**config.mk**
```make
export PLATFORM = sky130hd
export DESIGN_NAME = mem_arbiter
export DESIGN_NICKNAME = d
export VERILOG_FILES = /design/src/rtl/mem_arb_pkg.sv /design/src/rtl/rr_select2.sv /design/src/rtl/mem_arbiter.sv
export SDC_FILE = /design/constraint.sdc
export NUM_CORES = 1
export LEC_CHECK = 0
export ABC_AREA = 1
export CAP_MARGIN = 20
export CORE_ASPECT_RATIO = 1.2
export CORE_MARGIN = 1
export CORE_UTILIZATION = 26
export DETAILED_ROUTE_END_ITERATION = 6
export PLACE_DENSITY = 0.87
export REMOVE_ABC_BUFFERS = 1
export SYNTH_ARGS = -nofsm -noshare
export SYNTH_HDL_FRONTEND = slang
export SYNTH_SLANG_ARGS = --single-unit
```
**constraint.sdc**
```tcl
create_clock -name i_clk -period 1.7 [get_ports i_clk]
set_input_delay 0.17 -clock i_clk [delete_from_list [all_inputs] [get_ports i_clk]]
set_output_delay 0.17 -clock i_clk [all_outputs]
set_load 0.05 [all_outputs]
```
**src/rtl/mem_arb_pkg.sv**
```systemverilog
// ---------------------------------------------------------------------------
// mem_arb_pkg
// Shared types and constants for the two-port memory arbiter.
//   state_t   : arbiter ownership state (IDLE, OWN0, OWN1)
//   PORT_CPU  : port index of the CPU control unit
//   PORT_LDR  : port index of the loader/debug port
//   CNT_W     : burst counter width (holds MAX_BURST up to 15)
// ---------------------------------------------------------------------------
package mem_arb_pkg;

   typedef enum logic [1:0] {
      IDLE = 2'd0,
      OWN0 = 2'd1,
      OWN1 = 2'd2
   } state_t;

   localparam int PORT_CPU = 0;
   localparam int PORT_LDR = 1;
   localparam int CNT_W    = 4;

   // One-hot grant vector for a single port index.
   function automatic logic [1:0] port_onehot(input logic p);
      return p ? 2'b10 : 2'b01;
   endfunction

endpackage

```
**src/rtl/rr_select2.sv**
```systemverilog
// ---------------------------------------------------------------------------
// rr_select2
// Two-way round-robin select. A lone requester always wins; on a tie the
// port that did not win last time (!lw) is chosen.
//   req[1:0] : request per port
//   lw       : index of the last winning port
//   gnt[1:0] : one-hot grant (all zero when nobody requests)
// ---------------------------------------------------------------------------
module rr_select2 (
   input  logic [1:0] req,
   input  logic       lw,
   output logic [1:0] gnt
);

   always_comb begin
      gnt = req;
      if (&req) begin
         gnt = lw ? 2'b01 : 2'b10;
      end
   end

endmodule

```
**src/rtl/mem_arbiter.sv**
```systemverilog
// ---------------------------------------------------------------------------
// mem_arbiter
// Two-port arbiter in front of a single-port RAM with 1-cycle read latency.
// One access per cycle, round-robin between ports, with optional locked
// bursts of up to MAX_BURST consecutive grants for the lock-holding port.
//
// Build option: define MEM_ARBITER_BURST_EN to enable locked bursts
// (OWN0/OWN1 states, burst counter). Without it i_lock is ignored and the
// arbiter is pure round-robin.
//
// Ports:
//   i_clk, i_rstn          : clock, synchronous active-low reset
//   i_req/i_we/i_lock[1:0] : per-port request, write enable, burst lock
//   i_addr0/1, i_wdata0/1  : per-port address and write data
//   o_gnt[1:0]             : combinational grant, at most one bit set
//   o_rvalid[1:0], o_rdata : read return, one cycle after a read grant
//   o_mem_*                : RAM command for the granted access
//   i_mem_rdata            : registered RAM read data
// ---------------------------------------------------------------------------
module mem_arbiter
   import mem_arb_pkg::*;
#(
   parameter int ADDR_W    = 8,
   parameter int DATA_W    = 8,
   parameter int MAX_BURST = 4
) (
   input  logic              i_clk,
   input  logic              i_rstn,
   input  logic [1:0]        i_req,
   input  logic [1:0]        i_we,
   input  logic [1:0]        i_lock,
   input  logic [ADDR_W-1:0] i_addr0,
   input  logic [ADDR_W-1:0] i_addr1,
   input  logic [DATA_W-1:0] i_wdata0,
   input  logic [DATA_W-1:0] i_wdata1,
   output logic [1:0]        o_gnt,
   output logic [1:0]        o_rvalid,
   output logic [DATA_W-1:0] o_rdata,
   output logic              o_mem_en,
   output logic              o_mem_we,
   output logic [ADDR_W-1:0] o_mem_addr,
   output logic [DATA_W-1:0] o_mem_wdata,
   input  logic [DATA_W-1:0] i_mem_rdata
);

   logic [1:0] rr_gnt;
   logic [1:0] gnt;
   logic       lw_q, lw_d;
   state_t     state_q, state_d;
   logic [1:0] rvalid_q, rvalid_d;

`ifdef MEM_ARBITER_BURST_EN
   localparam logic [CNT_W-1:0] MAX_CNT = CNT_W'(MAX_BURST);
   logic [CNT_W-1:0] cnt_q, cnt_d;
   logic             owner;
   logic             hold;
`else
   logic unused_cfg;
   assign unused_cfg = ^{i_lock, state_q};
`endif

   rr_select2 u_rr_select2 (
      .req (i_req),
      .lw  (lw_q),
      .gnt (rr_gnt)
   );

   always_comb begin
      // NOTE: every output of this block gets a default first so that no
      // path through the branches below can infer a latch.
      gnt     = '0;
      state_d = state_q;
      lw_d    = lw_q;
`ifdef MEM_ARBITER_BURST_EN
      cnt_d = cnt_q;
      owner = (state_q == OWN1);
      hold  = (state_q != IDLE) && i_req[owner] && i_lock[owner];
      if (hold) begin
         gnt = port_onehot(owner);
         if (cnt_q + 1'b1 == MAX_CNT) begin
            // Burst limit hit: yield only if the other port is waiting,
            // otherwise keep ownership and start a fresh burst window.
            if (i_req[~owner]) begin
               state_d = IDLE;
               cnt_d   = '0;
            end else begin
               cnt_d = CNT_W'(1);
            end
         end else begin
            cnt_d = cnt_q + 1'b1;
         end
      end else begin
         // Owner released (or no owner): arbitrate in this same cycle so a
         // waiting port is granted without an idle bubble.
         gnt     = rr_gnt;
         state_d = IDLE;
         cnt_d   = '0;
         if (gnt[PORT_CPU] && i_lock[PORT_CPU]) begin
            state_d = OWN0;
            cnt_d   = CNT_W'(1);
         end else if (gnt[PORT_LDR] && i_lock[PORT_LDR]) begin
            state_d = OWN1;
            cnt_d   = CNT_W'(1);
         end
      end
`else
      gnt     = rr_gnt;
      state_d = IDLE;
`endif
      // No access may reach the RAM while reset is held.
      if (!i_rstn) begin
         gnt = '0;
      end
      if (|gnt) begin
         lw_d = gnt[PORT_LDR];
      end
      rvalid_d = gnt & ~i_we;
   end

   always_comb begin
      o_mem_en    = |gnt;
      o_mem_we    = 1'b0;
      o_mem_addr  = '0;
      o_mem_wdata = '0;
      if (gnt[PORT_LDR]) begin
         o_mem_we    = i_we[PORT_LDR];
         o_mem_addr  = i_addr1;
         o_mem_wdata = i_wdata1;
      end else if (gnt[PORT_CPU]) begin
         o_mem_we    = i_we[PORT_CPU];
         o_mem_addr  = i_addr0;
         o_mem_wdata = i_wdata0;
      end
   end

   assign o_gnt    = gnt;
   // Masked during reset so a read granted just before reset never returns.
   assign o_rvalid = rvalid_q & {2{i_rstn}};
   assign o_rdata  = i_mem_rdata;

   // NOTE: state registers use non-blocking assignments so every flop
   // samples the pre-edge value of its _d input.
   always_ff @(posedge i_clk) begin
      if (!i_rstn) begin
         state_q  <= IDLE;
         lw_q     <= 1'b1;
         rvalid_q <= '0;
`ifdef MEM_ARBITER_BURST_EN
         cnt_q    <= '0;
`endif
      end else begin
         state_q  <= state_d;
         lw_q     <= lw_d;
         rvalid_q <= rvalid_d;
`ifdef MEM_ARBITER_BURST_EN
         cnt_q    <= cnt_d;
`endif
      end
   end

endmodule
```
# Yosys cells after proc, flatten, opt, wreduce, memory -nomap -nowiden
# Index checks and enable logic that the tools add are counted.
dict set report word_totals {
  regBits 3
  latchBits 0
  ramBits 0
  romBits 0
  inputBits 48
  out_inout_bits 30
  wordCells 16
  n_memories 0
}
dict set report classes {
  addsub 0
  n_mul 0
  n_div 0
  n_lt_le_gt_ge 0
  eq_ne 0
  shift 0
  mux 9
  n_bitwise 3
  n_reduce_logical 2
}
# operator n
set ops {}
lappend ops {{8-bit two-way mux} 4}
lappend ops {{2-bit two-way mux} 3}
lappend ops {{2-bit AND} 2}
lappend ops {{1-bit two-way mux} 2}
lappend ops {{2-bit inverter} 1}
lappend ops {{2-bit AND reduction} 1}
lappend ops {{2-bit OR reduction} 1}

# Longest topological paths before layout
# Gate-level depths: netlist (run 1).
dict set report logic_depth {
  depth_word 5
  ltp_mapped 5
  ltp_nobuf 4
}

# By module
# From an unflattened synthesis (run 1), not the netlist that was laid out.
dict set report unflattened {
  cells_unflattened 88
  hier_area_um2 471.7
}
# mod n_inst cells_each area_each_um2 seq_area_each_um2
set modules_own_cells {}
lappend modules_own_cells {mem_arbiter 1 83 450.4 60.1}
lappend modules_own_cells {rr_select2 1 5 21.3 0.0}

# Worst setup path after synthesis (run 1)
# Ideal clock, no wire load.
dict set report synth_path {
  path_kind {flip-flop to output port}
  from {register lw_q}
  to {output port o_mem_addr[5]}
  t_arrival_ns 1.081
  required_ns 1.530
  path_slack_ns 0.449
  path_stages_with_launch 6
  n_path_buf 1
  path_cell_list {dfxtp_1 > inv_2 > nand2_2 > buf_4 > nand3_1 > nand2_1}
}
dict set report synth_between {
  elab_chain_len 5
}
# item line_no
set synth_rtl {}
lappend synth_rtl {{from (decl)} mem_arbiter.sv:48} ;# logic lw_q, lw_d;
lappend synth_rtl {{from (signal assigned)} mem_arbiter.sv:153} ;# lw_q <= lw_d;
lappend synth_rtl {{2-bit two-way mux *} rr_select2.sv:18} ;# gnt = lw ? 2'b01 : 2'b10;
lappend synth_rtl {{2-bit two-way mux *} rr_select2.sv:17} ;# if (&req) begin
lappend synth_rtl {{2-bit two-way mux *} mem_arbiter.sv:111} ;# if (!i_rstn) begin
lappend synth_rtl {{8-bit two-way mux} mem_arbiter.sv:129} ;# end else if (gnt[PORT_CPU]) begin
lappend synth_rtl {{8-bit two-way mux *} mem_arbiter.sv:125} ;# if (gnt[PORT_LDR]) begin
lappend synth_rtl {{to (decl)} mem_arbiter.sv:41} ;# output logic [ADDR_W-1:0] o_mem_addr,
# Mark *: on every way between the ends. The rest lies on a longest branch, timed or not.

# Worst setup path in the final report (run 1)
dict set report layout_path {
  from {input port i_rstn}
  to {output port o_mem_addr[7]}
}
dict set report layout_between {
  elab_chain_len 3
}
# item line_no
set layout_rtl {}
lappend layout_rtl {{from (decl)} mem_arbiter.sv:28} ;# input logic i_rstn,
lappend layout_rtl {{2-bit two-way mux *} mem_arbiter.sv:111}
lappend layout_rtl {{8-bit two-way mux} mem_arbiter.sv:129}
lappend layout_rtl {{8-bit two-way mux *} mem_arbiter.sv:125}
# Marked as above.

==> results of run 1 <==
## layer usage
layer | up-vias | track usage [%]
met3 | 2 | 6.55
met1 | 332 | 17.2
met5 | - | 0
met4 | 0 | 10.6
li1 | 377 | -
met2 | 63 | 35.3
## sequential cells by signal, summed over array words and instances (netlist names)
signal    cells
rvalid_q      2
lw_q          1
## worst max-delay path: cells and delay by family
kind	cells	cell delay, ns
buffers and inverters	3	0.87
and+or+nand+nor	3	0.34
## how the worst max path moves through the flow
stage / start / endpoint / cells past startpoint
after detailed placement: i_req[0] / o_mem_addr[7] / 5
final: i_rstn / o_mem_addr[7] / 6
after global routing: i_rstn / o_mem_wdata[1] / 6
after floorplan: lw_q / o_mem_addr[0] / 3
after global placement: i_req[0] / o_mem_we / 5
after CTS: i_req[0] / o_mem_addr[7] / 5
## cell usage after synthesis
master    count
nand2_1      22
o211ai_1      1
nand3_2      10
clkbuf_8      1
clkinv_4      2
buf_4         9
nand2_2       4
dfxtp_1       3
buf_6         1
nand3_1      24
buf_12        1
nor2_1        2
inv_2         1
inv_1         4
## per-stage QoR
step | cells | power [mW]
after global placement | 151 | 0.511
after floorplan | 73 | 0.261
after CTS | 155 | 0.649
after global routing | 155 | 0.679
final | 155 | 0.641
after detailed placement | 151 | 0.519
## placed cells by master, fill, tap and decap left out
cell type and count:
clkdlybuf4s50_1 37, nand3_1 24, nand2_1 22, buf_12 22, nand3_2 10, inv_1 4
clkbuf_4 3, dfxtp_1 3, nand2_2 2, clkinv_4 2, nand2_4 2, nor2_1 2
inv_2 1, o211ai_1 1, clkbuf_1 1
## what timing repair did
item	4_1_cts	5_1_grt
endpoints found under the setup margin	0	3
buffers inserted	0	0
gates resized for setup	0	2
## final cells by class
class,count,area [um^2],share of cell area [%]
timing repair buffer,59,811,61.9
multi-input combinational,63,353,26.9
sequential,3,60.1,4.58
inverter,7,36.3,2.77
clock buffer,4,26.3,2.01
tap,19,23.8,1.81
## report_power, final
| group | total, mW | switching [mW] | internal [mW] |
|---|---|---|---|
| registers | 0.0771 | 0.00253 | 0.0746 |
| clock network | 0.123 | 0.0351 | 0.0878 |
| logic | 0.441 | 0.222 | 0.219 |
## cells by family after synthesis
| logic type | after synthesis | synth area share [%] |
|---|---|---|
| buf+inv | 19 | 27.0 |
| compound gates | 1 | 1.36 |
| simple gates | 62 | 60.8 |
| flops | 3 | 10.9 |
==> results.toml, run 1 <==
[clock_network]
postCtsHoldBufs = 0
tritoncts = "built"
clk_latency_ns = 0.23
cts_sinks = 3
cts-root-buf = "clkbuf_4"
cts_buffer_depth = 2
cts_buffers = 3
htreeDepth = 1

[critical_path]
slowest_stage = "clkdlybuf4s50_1"
end_kind = "output pin"
reg2regPathDepth = 4
r2r-end = "rvalid_q[0]"
path_class = "in2out"
worstPathArrival_ns = 1.39
cp_max_fo = 18
cp.required_ns = 1.53
start_kind = "input port"
r2r_slack_ns = 0.82
r2r_start = "lw_q"
crit_chain = "clkdlybuf4s50_1 > nand2_2 > clkinv_4 > nand3_1 > nand2_1 > buf_12"
slowest_delay_ns = 0.57

[synth]
yosysTopAreaCellShare_pct = 21.8
synth_top_area_cell = "nand3_1"
postSynthCellCount = 85
seq_area_frac_synth_pct = 10.9
avgSynthCellArea_um2 = 6.49
netlist_area_um2 = 552
ys_types = 14
synth_warnings = 0
synth-seq-cells = 3
synth_area_leaders = "nand3_1 (22%), nand3_2 (18%), nand2_1 (15%), buf_4 (12%), dfxtp_1 (11%)"

[detailed_routing]
wl_met2_um = 1010
drt_iter0_drc = 16
first_pass_iters = 6
routed_wl_um = 1890
top_layer_used = "met4"
wl_per_cell_um = 12.2
detail-route-antenna-nets = 0
num_vias = 774
drc_errors = 4
wl_met3_um = 253
via_per_inst = 4.99
wirelength_met1_um = 605

[hold_path]
min_to = "o_rdata[0]"
hold_class = "in2out"
hold_depth = 0
min_from = "i_mem_rdata[0]"

[global_route]
grt_pass1_vias = 805
grt_start_max_net_pins = 20
antenna_found_initial = 0
grt.total_usage_pct = 18.9
grt_pass1_wl_um = 3270
grt_overflow = 0

[timing]
fin_crit_sh_pct = 91.8
hold_slack_ns = 0.340
fin_crit_ns = 1.56
rsz0062_at_grt = "false"
clock_skew_ns = 0.000277
fmax_mhz = 641
finalSetupTns_ns = 0
setup_viol = 0
relSlewSlack_pct = 83.3
maxSlewViolCount = 0
hold_viol = 0
tightest_slew_ns = 0.250
worst_slack_ns = 0.140

[die]
rows = 17
die_h_um = 52.5
io_pins = 78
die_x_um = 44.1
dieArea_um2 = 2310
initial_core_util_pct = 28.8
core_area_um2 = 1910

[layout]
fill_cells = 166
fin_area_um2 = 1310
final_nets = 185
final_layout_size_suffix_gt1_share_pct = 30.9
utilization_pct = 68.4
area_growth_pct = 137
n_antenna_cell = 0

[job]
max_cap_viol_count = 0

[power]
p_leak_nw = 0.607
power_density_nw_per_um2 = 489
ir_drop_mv = 0.242

[placement]
dp_hpwl_um = 1510
dpl_cell_area_um2 = 1270
port_buffers = 59
place.gp.congestion = 0.643
pre_cts_ws_ns = 0.0706

[run_status]
failed_checks = "DRC"
status = "complete, but fails checks"
Note: power is estimated with default switching activity, not from simulation.
==> inputs of run 2 (changes only) <==
- SLEW_MARGIN: unset -> 20
- clock period: 1.7 -> 1.9 ns (I/O delays scaled with it)
==> run 2 against run 1 <==
The run still ends with DRC left. Sequential cell count is the same. Via count rose by 0.90%. Combinational power is 11% lower. Routed wire length up 4.1%. Hold slack better by 0.040 ns. Highest routed layer unchanged. Non-clock buffer count did not move. Critical path depth down 1. Critical path type unchanged. Clock power shrank 9%.
==> results.toml, run 2 (synthesized netlist as in run 1, its figures left out) <==
[run_status]
status = "complete, but fails checks"
failed_checks = "DRC"

[detailed_routing]
top_layer_used = "met4"
wl_met2_um = 1060
first_pass_iters = 6
detail-route-antenna-nets = 0
wl_per_cell_um = 12.7
routed_wl_um = 1970
wirelength_met1_um = 661
wl_met3_um = 231
drt_iter0_drc = 8
via_per_inst = 5.04
num_vias = 781
drc_errors = 4

[placement]
dp_hpwl_um = 1540
dp.cells = 151
port_buffers = 59
place.gp.congestion = 0.643

[die]
io_pins = 78
initial_core_util_pct = 28.8
dieArea_um2 = 2310
rows = 17
core_area_um2 = 1910
die_h_um = 52.5
die_x_um = 44.1

[power]
p_leak_nw = 0.597
power_density_nw_per_um2 = 442
ir_drop_mv = 0.256

[layout]
final_layout_size_suffix_gt1_share_pct = 30.9
seq_area_um2 = 60.1
layout_common_cells = "clkdlybuf4s50_1 (37), nand3_1 (24), nand2_1 (22), buf_12 (22), nand3_2 (10)"
final_common_cell = "clkdlybuf4s50_1"
max_flop_register = "rvalid_q"
final_nets = 185
utilization_pct = 67.9
n_antenna_cell = 0
final_cell_count_no_fill = 155
largest_register_ffs = 2
area_growth_pct = 136
multiInputGateArea_um2 = 343
top_regs = "rvalid_q (2), lw_q (1)"
fill_cells = 157

[timing]
clock_skew_ns = 0.000165
tightest_slew_ns = 0.442
fin_crit_ns = 1.68
relSlewSlack_pct = 70.4
setup_viol = 0
rsz0062_at_grt = "false"
hold_slack_ns = 0.380
hold_viol = 0
maxSlewViolCount = 0
fmax_mhz = 594
finalSetupTns_ns = 0
fin_crit_sh_pct = 88.6

[clock_network]
ctsResizeCount = 0
htreeDepth = 1
cts-root-buf = "clkbuf_4"
post_cts_buffers = 0
clk_latency_ns = 0.23
cts_buffer_depth = 2
cts_sinks = 3
tritoncts = "built"
postCtsHoldBufs = 0
cts_buffers = 3

[critical_path]
cp_max_fo = 18
worstPathArrival_ns = 1.49
start_kind = "input port"
r2r_slack_ns = 0.93
end_kind = "output pin"
path_class = "in2out"
cp.required_ns = 1.71

[global_route]
grt_start_max_net_pins = 20
grt.total_usage_pct = 17.5
grt_pass1_vias = 799
grt_pass1_wl_um = 3070
grt_overflow = 0
antenna_found_initial = 0

[job]
max_cap_viol_count = 0

[hold_path]
hold_class = "in2out"
## run 2: changes by cell type in the layout (fill, tap and decap cells not counted)
cell,change
nand2_2,+2
nand2_4,-2
## run 2: worst paths after layout
kind                                startpoint             end  cells past startpoint
worst max-delay path                  i_req[0]  o_mem_wdata[7]                      5
worst min-delay path            i_mem_rdata[0]      o_rdata[0]                      0
worst max register to register            lw_q     rvalid_q[1]                      3
worst min register to register            lw_q            lw_q                      2
## run 2: final cells by class
class	instances	area share [%]
Multi-Input combinational cell	63	26.4
Clock buffer	4	2.02
Tap cell	19	1.83
Inverter	7	2.79
Timing Repair Buffer	59	62.4
Sequential cell	3	4.62
## run 2: through the flow
step | worst slack, ns | cell area (um^2) | power (mW)
6_report | 0.217 | 1300 | 0.574
5_1_grt | 0.157 | 1300 | 0.604
4_1_cts | 0.213 | 1300 | 0.581
3_5_place_dp | 0.223 | 1270 | 0.464
3_3_place_gp | 0.265 | 1270 | 0.457
2_1_floorplan | 0.658 | 439 | 0.234
## run 2: layer usage
metal | GRT usage [%] | vias to the layer above
met5 | 0 | -
met2 | 33.1 | 64
li1 | - | 376
met1 | 16.8 | 339
met3 | 5.17 | 2
met4 | 8.08 | 0
## run 2: worst max-delay path, cell delays in order
cell             delay, ns
clkdlybuf4s50_1       0.54
nand2_2               0.30
nand3_1               0.20
nand2_1               0.11
buf_12                0.16
## run 2: where the power goes
part           internal (mW)  switching [mW]
Sequential            0.0667         0.00178
Combinational          0.194           0.199
Clock                 0.0787          0.0331
Total                  0.340           0.234
